`src/rtl/md_hazard_ctrl.sv`:
```
// Hazard controller: data-hazard stall detection against E/M producers,
// mult/div busy tracking, and a saturating stall-cycle counter.
module md_hazard_ctrl (
  input  logic        clk,
  input  logic        reset,
  input  logic [4:0]  rs_d,
  input  logic [4:0]  rt_d,
  input  logic [1:0]  tuse_rs,
  input  logic [1:0]  tuse_rt,
  input  logic [4:0]  a3_e,
  input  logic [4:0]  a3_m,
  input  logic [1:0]  tnew_e,
  input  logic [1:0]  tnew_m,
  input  logic        md_use_d,
  input  logic        md_start_e,
  input  logic        md_div_e,
  output logic        pc_en,
  output logic        ifid_en,
  output logic        idex_clr,
  output logic        md_busy,
  output logic [3:0]  md_cnt,
  output logic [31:0] stall_cnt
);

  localparam int unsigned CNT_W   = 4;
  localparam int unsigned STALL_W = 32;

  localparam logic [CNT_W-1:0] MULT_CYCLES = CNT_W'(5);
  localparam logic [CNT_W-1:0] DIV_CYCLES  = CNT_W'(10);

  typedef enum logic {
    IDLE = 1'b0,
    BUSY = 1'b1
  } state_t;

  state_t           state_q, state_d;
  logic [CNT_W-1:0] cnt_q, cnt_d;

  logic stall_rs, stall_rt, stall_md, stall;

  // Same-cycle stall decision from D-stage needs vs E/M producer readiness
  always_comb begin
    stall_rs = 1'b0;
    stall_rt = 1'b0;
    stall_md = 1'b0;
    stall_rs = (rs_d != 5'd0) &
               (((rs_d == a3_e) & (tnew_e > tuse_rs)) |
                ((rs_d == a3_m) & (tnew_m > tuse_rs)));
    stall_rt = (rt_d != 5'd0) &
               (((rt_d == a3_e) & (tnew_e > tuse_rt)) |
                ((rt_d == a3_m) & (tnew_m > tuse_rt)));
    stall_md = md_use_d & (md_busy | md_start_e);
  end

  assign stall    = stall_rs | stall_rt | stall_md;
  assign pc_en    = ~stall;
  assign ifid_en  = ~stall;
  assign idex_clr = stall;

  assign md_busy  = (state_q == BUSY);
  assign md_cnt   = cnt_q;

  // Busy-tracker state and countdown registers
  always_ff @(posedge clk) begin
    if (reset) begin
      state_q <= IDLE;
      cnt_q   <= '0;
    end else begin
      state_q <= state_d;
      cnt_q   <= cnt_d;
    end
  end

  // Next state: load on start from IDLE, count down in BUSY, starts in BUSY ignored
  always_comb begin
    state_d = state_q;
    cnt_d   = cnt_q;
    case (state_q)
      IDLE: begin
        cnt_d = '0;
        if (md_start_e) begin
          state_d = BUSY;
          cnt_d   = md_div_e ? DIV_CYCLES : MULT_CYCLES;
        end
      end
      BUSY: begin
        if (cnt_q <= CNT_W'(1)) begin
          state_d = IDLE;
          cnt_d   = '0;
        end else begin
          cnt_d = cnt_q - CNT_W'(1);
        end
      end
      default: begin
        state_d = IDLE;
        cnt_d   = '0;
      end
    endcase
  end

  // Saturating count of stalled cycles
  always_ff @(posedge clk) begin
    if (reset) begin
      stall_cnt <= '0;
    end else if (stall && (stall_cnt != {STALL_W{1'b1}})) begin
      stall_cnt <= stall_cnt + STALL_W'(1);
    end
  end

endmodule

```
`config.mk`:
```
export PLATFORM = sky130hd
export DESIGN_NAME = md_hazard_ctrl
export DESIGN_NICKNAME = d
export VERILOG_FILES = /design/src/rtl/md_hazard_ctrl.sv
export SDC_FILE = /design/constraint.sdc
export NUM_CORES = 1
export LEC_CHECK = 0
export ABC_CLOCK_PERIOD_IN_PS = 11800
export CORE_ASPECT_RATIO = 0.8
export CORE_UTILIZATION = 46
export CTS_BUF_LIST = sky130_fd_sc_hd__clkbuf_16
export DETAILED_ROUTE_END_ITERATION = 6
export PLACE_DENSITY = 0.82
export REMOVE_ABC_BUFFERS = 1
export SETUP_SLACK_MARGIN = 0.3
export SYNTH_ARGS = -nofsm -noshare
export SYNTH_HDL_FRONTEND = slang
export SYNTH_SLANG_ARGS = --single-unit
```
`constraint.sdc`:
```
create_clock -name clk -period 11.8 [get_ports clk]
set_input_delay 3.54 -clock clk [delete_from_list [all_inputs] [get_ports clk]]
set_output_delay 3.54 -clock clk [all_outputs]
set_load 0.05 [all_outputs]
```
# Yosys cells after proc, flatten, opt, wreduce, memory -nomap -nowiden
# Index checks and enable logic that the tools add are counted.
# W data, S select, Z words.
# totals
regBits,37
# op_classes
bitwise_logic,14
eq_ne,5
add_sub_neg,2
n_lt_le_gt_ge,5
n_reduce_logical,3
mux,7
# ops
operator,n
$add A32 B1 Y32 const B,1
$ne A32 B32 Y1 const B,1
$eq A5 B5 Y1,4
$mux W4,3
$reduce_bool A5 Y1,2
$gt A2 B2 Y1,4
$pmux W4 S2,1
$and A1 B1 Y1,7
$or A1 B1 Y1,5
$le A4 B1 Y1 const B,1
$sub A4 B1 Y4 const B,1
$mux W1,2
$not A1 Y1,2
$pmux W1 S2,1
$logic_and A1 B1 Y1,1

# Logic depth before layout (Yosys ltp)
# logic_depth
word_depth,7
ltp_mapped,12

# Least setup slack after synthesis
# OpenSTA, ideal clock, no wires.
# synth_timing
kind,input port to output port
start,in tuse_rt[1]
end,out pc_en
arrival_time_ns,5.479
stages,11
t_required_ns,8.260
path_slack_ns,2.781
path_cell_list,inv_1 ha_1 nor2b_1 o21ai_0 a2111oi_2 o22ai_1 and3_1 buf_6 buf_2 buf_2 buf_4
# synth_between
elab_chain_cells,7
word_cells_on_any_way,9
classes_between,order compare (2); bitwise (7)
# synth_rtl
element,line,text
from (decl),9,"input logic [1:0] tuse_rt,"
$gt A2 B2 Y1 (on tied branches),"50, 51",
$and A1 B1 Y1 (on tied branches),"50, 51",
$or A1 B1 Y1 *,50,(((rt_d == a3_e) & (tnew_e > tuse_rt)) |
$and A1 B1 Y1 *,49,stall_rt = (rt_d != 5'd0) &
$or A1 B1 Y1 * (2 in series),55,assign stall = stall_rs | stall_rt | stall_md;
$not A1 Y1 *,-,
to (decl),17,"output logic pc_en,"
# Mark *: on every way between the ends. The rest lies on a longest branch, timed or not.

# Final worst setup path
# layout_timing
start,in tuse_rt[1]
end,out idex_clr
# layout_between
elab_chain_cells,6
word_cells_on_any_way,8
classes_between,order compare (2); bitwise (6)
# layout_rtl
element,line,text
$gt A2 B2 Y1 (on tied branches),"50, 51",
$and A1 B1 Y1 (on tied branches),"50, 51",
$or A1 B1 Y1 *,50,
$and A1 B1 Y1 *,49,
$or A1 B1 Y1 * (2 in series),55,
to (decl),19,"output logic idex_clr,"
# Marks and branches as above.

==> run metrics <==
status finished clean; clk_lat worst skew 280 ps; Required @ worst endpoint 8260 ps; I/O pin count 73; Tot GR Track Use 24.4%; area fraction of the dominant cell type after synthesis 31.6%; final setup TNS 0 ps; Avg Cell Area, Syn 8.13 µm²; Final nets 398; Yosys cell types 38; slew margin rel. 46.6%; Avg WL per Cell 15.0 µm; vias per cell 5.83; Worst-Margin Slew 801 ps; layout overhead on the synthesized area 36.2%; Static Leakage 1.07 nW; synthesized area 2340 µm²; # H-tree levels 2; commonest register cell after synthesis dfxtp_1; initial antenna violation count 0; n_diodes 0; Power per Cell Area 97.8 nW/µm²; number of DRC markers in iteration 0 183; Row Count 22; crit path time final 10030 ps; placement-stage cell area 3060 µm²; largest net degree at the start of global routing 44; clk buf depth 2; design area 3190 µm²; Filler cells 398; hold depth 2; setup slack after placement 1800 ps; routability cong. 0.891; hold buffers post-CTS 0; CP arrival 6490 ps; Die ar. 5380 µm²; startpoint types input pin; final hold violations 0; grt ovf 0; vias in the first global route 2096; crit-path max FO 18; postcts setup bufs 0; RSZ-0062 raised after global routing false; Crit. End Element output port; Hold WC Path Type reg -> reg; Max rail drop VDD 59.2 µV; YS warnings 0; clk root buf clkbuf_16; layout cells sized above 1 4.82%; DRC 0; die span in y 65.8 µm; Antenna Nets Post-Route 0; hpwl dp 4600 µm; TritonCTS Sinks 37; Finished Layout Cells 413; clock buffer count from CTS 5; crit path kind in -> out; first-pass GRT wire length 10100 µm; Core Area 4730 µm²; die width 81.8 µm; cell taking the most area after synthesis dfxtp_1; via count 2409; Inst Count DP 407; synth top area cells dfxtp_1 32%, a21oi_1 6.0%, ha_1 5.9%; Max Cap Viol 0; Reg clk slew, reported paths 50 ps; reg-to-reg setup timing slack 9140 ps; EDFF count, synth 0; post-route setup slack 1770 ps; final wirelength 6180 µm; Final Max Slew Viols 0; Synth Register Bits 37; Worst Clk Skew 3.43 ps; achievable frequency 99.7 MHz; PostCTS Resize Cnt 0; FFs w/ async S/R, synth 0%; Post-Syn Instances 288; first drt pass iteration count 4; Setup-failing EPs final 0; CTS tree yes; reg2reg path depth 7; Starting Density 49.4%; input/output buffers 72; sequential area share after synthesis 31.6%; Tcrit/Tclk final 85.0%
-- sequential cells by signal (all words and copies together), names as in the netlist --
register / flops
stall_cnt: 32
md_cnt: 4
md_busy: 1
-- per-stage QoR --
stage	hold slack, ps	power [W]	utilization, %
finish	498	0.000312	67.3
global route	530	0.000322	67.3
floorplan	695	0.000162	-
CTS	498	0.000312	67.3
global placement	482	0.000189	64.6
detailed placement	490	0.000190	64.6
-- cell usage in the layout, fill, tap and decap left out, types with 6 or more instances in the layout --
cell type | synthesis | layout
nand3_1 | 15 | 15
xnor2_1 | 14 | 14
ha_1 | 11 | 11
nor2_1 | 15 | 15
o31ai_1 | 14 | 14
o21ai_0 | 14 | 14
clkdlybuf4s50_1 | 0 | 72
a21oi_1 | 28 | 28
or3_1 | 9 | 9
xor2_1 | 8 | 8
and3_1 | 6 | 6
nand2_1 | 19 | 19
inv_1 | 15 | 15
or4_1 | 17 | 17
nand4_1 | 13 | 13
nor2b_1 | 6 | 6
dfxtp_1 | 37 | 37
-- report_power, final --
part           internal (W)  switching [W]   total, W
Clock             0.0000754      0.0000491   0.000125
Combinational     0.0000257      0.0000325  0.0000582
Sequential         0.000127     0.00000238   0.000129
Total              0.000228      0.0000840   0.000312
-- critical path, stage by stage --
cell and delay (ps):
clkdlybuf4s50_1 450, inv_1 60, ha_1 310, nor2b_1 140, o21ai_0 210, a2111oi_2 60, o22ai_1 220, and3_1 570
inv_1 180, clkdlybuf4s50_1 750
-- final timing paths --
check,startpoint,end
min reg2reg,stall_cnt[31],stall_cnt[31]
min,stall_cnt[31],stall_cnt[31]
max reg2reg,stall_cnt[9],stall_cnt[15]
max,tuse_rt[1],idex_clr
-- cell families after synthesis --
| kind of cell | Yosys count | share of synthesized area (%) |
|---|---|---|
| DFF | 37 | 31.6 |
| buffers and inverters | 30 | 6.41 |
| muxes | 4 | 1.92 |
| xor gates and xnor gates | 22 | 8.23 |
| AOI/OAI and AO/OA | 67 | 17.4 |
| and+or+nand+nor | 117 | 28.5 |
| adders and majority gates | 11 | 5.88 |
-- cell type report --
class | count | area, µm² | share of cell area [%]
clock buffers | 5 | 125 | 3.92
clock inverters | 1 | 5.00 | 0.157
multi-input cells | 221 | 1450 | 45.5
flip-flops and latches | 37 | 741 | 23.2
well taps | 60 | 75.1 | 2.35
inverters | 15 | 56.3 | 1.77
repair buffers | 74 | 736 | 23.1
-- per-layer routing --
layer,track usage [%],wire [µm],up-vias,part of all wire (%)
met5,0,0,-,0
met4,6.80,72,0,1.2
met3,5.24,425,7,6.9
met2,37.7,2810,81,45
met1,34.0,2870,1131,46
li1,-,-,1190,-
-- Yosys cell counts, types with 2 or more instances --
cell type,n
buf_4,5
o21ai_0,14
clkbuf_1,4
o21a_1,4
or3_1,9
nor2b_1,6
buf_2,2
nand2_1,19
and4_1,2
and3_1,6
nand4_1,13
dfxtp_1,37
buf_6,2
xnor2_1,14
inv_1,15
nor3_1,5
ha_1,11
mux2_2,4
nor4_1,5
nor2_1,15
or4_1,17
o31ai_1,14
a21oi_1,28
xor2_1,8
o22ai_1,2
nand3_1,15
No activity file was read; power rests on OpenSTA's default activity.
